File: config.mk
export PLATFORM = sky130hd
export DESIGN_NAME = bcd_updown_counter
export DESIGN_NICKNAME = d
export VERILOG_FILES = /design/src/rtl/bcd_updown_counter.sv
export SDC_FILE = /design/constraint.sdc
export NUM_CORES = 1
export LEC_CHECK = 0
export ABC_CLOCK_PERIOD_IN_PS = 3100
export CORE_MARGIN = 2
export CORE_UTILIZATION = 64
export DETAILED_ROUTE_END_ITERATION = 10
export DONT_BUFFER_PORTS = 1
export GPL_TIMING_DRIVEN = 0
export HOLD_SLACK_MARGIN = 0.12
export PLACE_DENSITY = 0.84
export SYNTH_ARGS = -nofsm -noshare
export SYNTH_HDL_FRONTEND = slang
export SYNTH_SLANG_ARGS = --single-unit
File: constraint.sdc
create_clock -name clk -period 3.1 [get_ports clk]
set_input_delay 0 -clock clk [delete_from_list [all_inputs] [get_ports clk]]
set_output_delay 0 -clock clk [all_outputs]
set_load 0.05 [all_outputs]
File: src/rtl/bcd_updown_counter.sv
// DIGITS-wide packed-BCD up/down counter with programmable modulus, tick prescaler,
// synchronized run/stop toggle, synchronous clear and parallel load.
module bcd_updown_counter #(
   parameter int unsigned CLK_HZ    = 100_000_000,
   parameter int unsigned TICK_HZ   = 10,
   parameter int unsigned DIGITS    = 4,
   parameter int unsigned MAX_COUNT = 9999
) (
   input  logic                  clk,
   input  logic                  rst,
   input  logic                  run_toggle,
   input  logic                  clear,
   input  logic                  dir,
   input  logic                  load,
   input  logic [4*DIGITS-1:0]   load_val,
   output logic [4*DIGITS-1:0]   bcd,
   output logic                  running,
   output logic                  tick,
   output logic                  wrap
);

   localparam int unsigned DIV = CLK_HZ / TICK_HZ;
   localparam int unsigned PW  = (DIV < 32'd2) ? 32'd1 : $clog2(DIV);
   localparam int unsigned BW  = 4 * DIGITS;

   function automatic longint unsigned pow10(input int unsigned n);
      longint unsigned r;
      r = 64'd1;
      for (int i = 0; i < int'(n); i++) begin
         r = r * 64'd10;
      end
      return r;
   endfunction

   function automatic logic [BW-1:0] to_bcd(input int unsigned v);
      logic [BW-1:0] r;
      int unsigned   t;
      r = '0;
      t = v;
      for (int i = 0; i < int'(DIGITS); i++) begin
         r[4*i +: 4] = 4'(t % 32'd10);
         t           = t / 32'd10;
      end
      return r;
   endfunction

   localparam logic [BW-1:0] MAX_BCD = to_bcd(MAX_COUNT);
   localparam logic [PW-1:0] DIV_M1  = PW'(DIV - 32'd1);

   if (DIV < 32'd2) begin : g_bad_div
      $error("bcd_updown_counter: CLK_HZ/TICK_HZ must be at least 2");
   end
   if (DIGITS < 32'd1 || DIGITS > 32'd8) begin : g_bad_digits
      $error("bcd_updown_counter: DIGITS must be in 1..8");
   end
   if (longint'(MAX_COUNT) >= pow10(DIGITS)) begin : g_bad_max
      $error("bcd_updown_counter: MAX_COUNT does not fit in DIGITS digits");
   end

   function automatic logic has_bad_digit(input logic [BW-1:0] v);
      logic bad;
      bad = 1'b0;
      for (int i = 0; i < int'(DIGITS); i++) begin
         if (v[4*i +: 4] > 4'd9) begin
            bad = 1'b1;
         end else begin
            bad = bad;
         end
      end
      return bad;
   endfunction

   function automatic logic [BW-1:0] bcd_inc(input logic [BW-1:0] v);
      logic [BW-1:0] r;
      logic          carry;
      r     = v;
      carry = 1'b1;
      for (int i = 0; i < int'(DIGITS); i++) begin
         if (carry) begin
            if (v[4*i +: 4] == 4'd9) begin
               r[4*i +: 4] = 4'd0;
            end else begin
               r[4*i +: 4] = v[4*i +: 4] + 4'd1;
               carry       = 1'b0;
            end
         end else begin
            r[4*i +: 4] = v[4*i +: 4];
         end
      end
      return r;
   endfunction

   // Digits above 9 are clamped to 9 before the borrow chain runs.
   function automatic logic [BW-1:0] bcd_dec(input logic [BW-1:0] v);
      logic [BW-1:0] r;
      logic [3:0]    d;
      logic          borrow;
      r      = v;
      borrow = 1'b1;
      for (int i = 0; i < int'(DIGITS); i++) begin
         d = (v[4*i +: 4] > 4'd9) ? 4'd9 : v[4*i +: 4];
         if (borrow) begin
            if (d == 4'd0) begin
               r[4*i +: 4] = 4'd9;
            end else begin
               r[4*i +: 4] = d - 4'd1;
               borrow      = 1'b0;
            end
         end else begin
            r[4*i +: 4] = d;
         end
      end
      return r;
   endfunction

   logic          sync1_r;
   logic          sync2_r;
   logic          prev_r;
   logic          running_r;
   logic [PW-1:0] presc_r;
   logic [BW-1:0] bcd_r;
   logic          wrap_r;

   logic          toggle_s;
   logic          tick_s;
   logic          up_wrap_s;
   logic          dn_wrap_s;
   logic [PW-1:0] presc_nxt_s;
   logic [BW-1:0] bcd_nxt_s;
   logic          wrap_nxt_s;

   assign toggle_s  = sync2_r & ~prev_r;
   assign tick_s    = running_r && (presc_r == DIV_M1);
   assign up_wrap_s = has_bad_digit(bcd_r) || (bcd_r >= MAX_BCD);
   assign dn_wrap_s = (bcd_r == '0);

   // Prescaler next state: cleared by clear/load, advances only while running.
   always_comb begin
      presc_nxt_s = presc_r;
      if (clear || load) begin
         presc_nxt_s = '0;
      end else if (tick_s) begin
         presc_nxt_s = '0;
      end else if (running_r) begin
         presc_nxt_s = presc_r + {{(PW-1){1'b0}}, 1'b1};
      end else begin
         presc_nxt_s = presc_r;
      end
   end

   // Count next state with clear > load > tick step priority.
   always_comb begin
      bcd_nxt_s  = bcd_r;
      wrap_nxt_s = 1'b0;
      if (clear) begin
         bcd_nxt_s = '0;
      end else if (load) begin
         bcd_nxt_s = load_val;
      end else if (tick_s) begin
         case (dir)
            1'b0: begin
               if (up_wrap_s) begin
                  bcd_nxt_s  = '0;
                  wrap_nxt_s = 1'b1;
               end else begin
                  bcd_nxt_s  = bcd_inc(bcd_r);
               end
            end
            1'b1: begin
               if (dn_wrap_s) begin
                  bcd_nxt_s  = MAX_BCD;
                  wrap_nxt_s = 1'b1;
               end else begin
                  bcd_nxt_s  = bcd_dec(bcd_r);
               end
            end
            default: begin
               bcd_nxt_s = bcd_r;
            end
         endcase
      end else begin
         bcd_nxt_s = bcd_r;
      end
   end

   // Toggle synchronizer, edge history and run flag.
   always_ff @(posedge clk or posedge rst) begin
      if (rst) begin
         sync1_r   <= 1'b0;
         sync2_r   <= 1'b0;
         prev_r    <= 1'b0;
         running_r <= 1'b0;
      end else begin
         sync1_r   <= run_toggle;
         sync2_r   <= sync1_r;
         prev_r    <= sync2_r;
         running_r <= running_r ^ toggle_s;
      end
   end

   // Prescaler, count and wrap registers.
   always_ff @(posedge clk or posedge rst) begin
      if (rst) begin
         presc_r <= '0;
         bcd_r   <= '0;
         wrap_r  <= 1'b0;
      end else begin
         presc_r <= presc_nxt_s;
         bcd_r   <= bcd_nxt_s;
         wrap_r  <= wrap_nxt_s;
      end
   end

   assign bcd     = bcd_r;
   assign running = running_r;
   assign tick    = tick_s;
   assign wrap    = wrap_r;

endmodule

==> results.md <==
* Pins over their slew limit at 0
* PwrDens at 452.1 mW/mm2
* Largest net degree at the start of global routing at 41
* Most common cell after layout, fill and taps aside: dfrtp_1
* Unrepaired setup endpoints after global routing: true
* Syn Std Cell Area at about 0.0034 mm2
* Via/cell ratio at 6.834
* Max Clk Rate at ~330 MHz
* Avg WL per Cell at 18.74 um
* Tcrit/Tclk final at 0.9718
* Adder-Cell Fraction of Synth Area at 0.01105
* Remaining antenna violation count at 0
* Drt first pass iters at 5
* Clk sinks at between 40 and 50
* Most frequent cells in the layout: dfrtp_1 (44), nor2_1 (42), nand2_1 (21), nand3_1 (21)
* Portion of netlist area occupied by mux cells at 0.02135
* Initial Util at 0.6654
* Drc violations at 0
* First-pass GRT wire length at roughly 15 mm
* Post-synthesis sequential area ratio at 0.3314
* Worst EP arrival at 3.20 ns
* CTS clk-pin slew, worst paths at ~0.090 ns
* Vias in the first global route at about 3.2k
* Slew headroom at 0.3143
* Status: finished, final reports clean
* Layout Nets at roughly 460
* Worst hold path class: in2async
* Max incr delay on CP at ~0.54 ns
* Synth Area in Simple Gates at 0.3008
* # placed instances at 474
* CORE AREA at roughly 0.005 mm2
* Distinct cells, synth at 70
* Final setup viols at 0
* Area after DPL at between 0.003 and 0.004 mm2
* Xor/xnor share of the synthesized area at 0.07474
* Ports at 41
* EDFF count, synth at 0
* Max clock buf depth at 2
* Ant diodes at 0
* Syn Nets at between 400 and 500
* WL final at between 9 and 10 mm
* Final Skew at around 0.0055 ns
* Largest family of logic cells by synthesized area: simple AND/OR/NAND/NOR gates
* Critical Path, Cell by Cell: clkbuf_8, buf_2, nand2b_1, ha_2, or3b_4, nor4_2, mux2_2, a221oi_1, o2bb2ai_1
* Fin cells at between 500 and 600
* CP Data Required Time at 3.28 ns
* FP Rows at 26
* Compound-Gate Fraction of Synth Area at 0.1970
* Peak VDD IR at approximately 300 uV
* Max Cap Viol at 0
* Crit start category: register
* Placer Congestion at 0.9931
* Area Growth Syn to Fin at 13.07%
* TritonCTS Buffers at 5
* CTS tree: yes
* Synth Flop Type: dfrtp_1
* Crit Path Max Fanout at 10
* Post-synthesis register bit count at 45
* Crit-path slowest cell: dfrtp_2
* Ys async rst share at 1.000
* Worst slew pin tran at approximately 1 ns
* DRT iter0 DRCs at 430
* Post-CTS Repair Setup Buffers at 0
* Clk_lat worst skew at roughly 0.31 ns
* Fill cells at approximately 380
* Layout cell share with drive strength beyond 1 at 0.1044
* Die width at just under 80 um
* Die area at ~0.0059 mm2
* Post-synth top area share at 0.3314
* Final Hold Violating Endpoints at 0
* Yosys top cell by area: dfrtp_1
* Clk root buf: clkbuf_8
* Critical path class: reg2reg
* Port buffer count at 0
* DR vias at between 3k and 4k
* H-tree depth at 2
* Fin crit period at around 3.0 ns
* Ys Warns at 0
* All-Layer GR Usage at 0.3184
* CP Capture Type: register
* HPWL after DPL at between 6 and 7 mm
* Design area at just under 0.004 mm2
* Synth top area cells: dfrtp_1 (33%), nor2_1 (4.6%), xor2_1 (4.4%), nand3_1 (3.1%), xnor2_1 (3.1%)
* Synth Area per Inst at 8.432 um2
* Cell count after synthesis at between 400 and 500
* P_leak at between 1.5 and 2 nW
* Grt total ovfl at 0
* Die Ht at 76.87 um
* Initial antenna violation count at 0
## timing repair
action,CTS,global route
gates cloned,0,0
hold buffers,19,0
setup endpoints to repair,13,7
pin swaps,0,0
hold endpoints to repair,62,0
gates resized for setup,5,4
## final timing paths
kind	startpoint	end	slack, ns	cells after the start
setup / recovery	bcd[3]	bcd[10]	0.09	9
setup reg to reg	bcd[3]	bcd[10]	0.09	9
max in group asynchronous	rst	bcd[5]	2.29	3
min in group clk	load	presc_r[23]	0.19	3
hold / removal	rst	bcd[3]	0.19	3
hold reg to reg	sync1_r	sync2_r	0.36	0
## layer usage
metal  wire [um]  vias up  share of wire  global-route usage
li1            -     1543              -                   -
met1        3635     1642           0.39              0.3898
met2        4658      196           0.50              0.5412
met3         736       43          0.078             0.05529
met4         356        0          0.038              0.1564
met5           0        -              0                   0
## synthesized netlist by cell type (3+ instances only)
library cell / number
and3_1: 10
and2_1: 4
buf_2: 8
nor2b_1: 5
o22ai_1: 6
nand3b_1: 5
dfrtp_1: 45
nor3_1: 9
nor2_1: 42
o21bai_1: 4
xnor2_1: 12
and4_1: 4
a31oi_1: 6
mux2i_1: 5
o211ai_1: 3
o21ai_1: 3
o221ai_1: 4
a221oi_1: 8
nand2b_1: 7
o21ai_0: 9
clkbuf_1: 19
ha_1: 3
nand4_1: 16
inv_1: 20
a21oi_1: 18
o21a_1: 8
nand3_1: 21
xor2_1: 17
nor4_1: 6
nand2_1: 21
o2bb2ai_1: 3
## logic make-up after synthesis
group	Yosys count
AO/OA/AOI/OAI	94
flip-flops	45
buffers and inverters	51
AND/OR/NAND/NOR	174
XOR/XNOR	29
multiplexers	7
adder cells (fa/ha/maj)	3
## area by class of cell
class                   count  area, um2  area share
well taps                  70      87.58     0.02279
clock buffers               7      86.33     0.02247
repair buffers             20      210.2     0.05471
clock inverters             1      30.03    0.007815
plain buffers              31      152.6     0.03973
flip-flops and latches     45       1127      0.2934
multi-input cells         307       2073      0.5396
inverters                  20      75.07     0.01954
## sequential cells by signal, indices dropped and copies added (netlist names)
| name | cells |
|---|---|
| running | 1 |
| sync1_r | 1 |
| sync2_r | 1 |
| bcd | 16 |
| prev_r | 1 |
| wrap | 1 |
| presc_r | 24 |
## where the power goes
part	internal, W	switching (W)
combinational	0.000201	0.000309
clock	0.000263	0.000203
sequential	0.000618	0.000143
## critical path: cells and delay by family (launching register included)
family | cells | cell delay, ns
AO/OA/AOI/OAI | 2 | 0.47
adder cells (fa/ha/maj) | 1 | 0.24
buffers and inverters | 2 | 0.48
flip-flops | 1 | 0.54
multiplexers | 1 | 0.38
AND/OR/NAND/NOR | 3 | 0.77
## metrics by stage
step / utilization / setup WS [ns] / setup TNS, ns / total power [W] / hold slack, ns
after floorplan: - / 0.07638 / 0 / 0.001122 / 0.03143
after global placement: 0.6825 / -0.3285 / -2.364 / 0.001213 / 0.03150
after detailed placement: 0.6864 / -0.4142 / -3.243 / 0.001232 / -0.2144
after CTS: 0.7489 / 0.008934 / 0 / 0.001720 / 0.1637
after global routing: 0.7523 / -0.006940 / -0.006940 / 0.001813 / 0.1808
final: 0.7523 / 0.08743 / 0 / 0.001737 / 0.1884
Power figures use the tool's default switching activity.
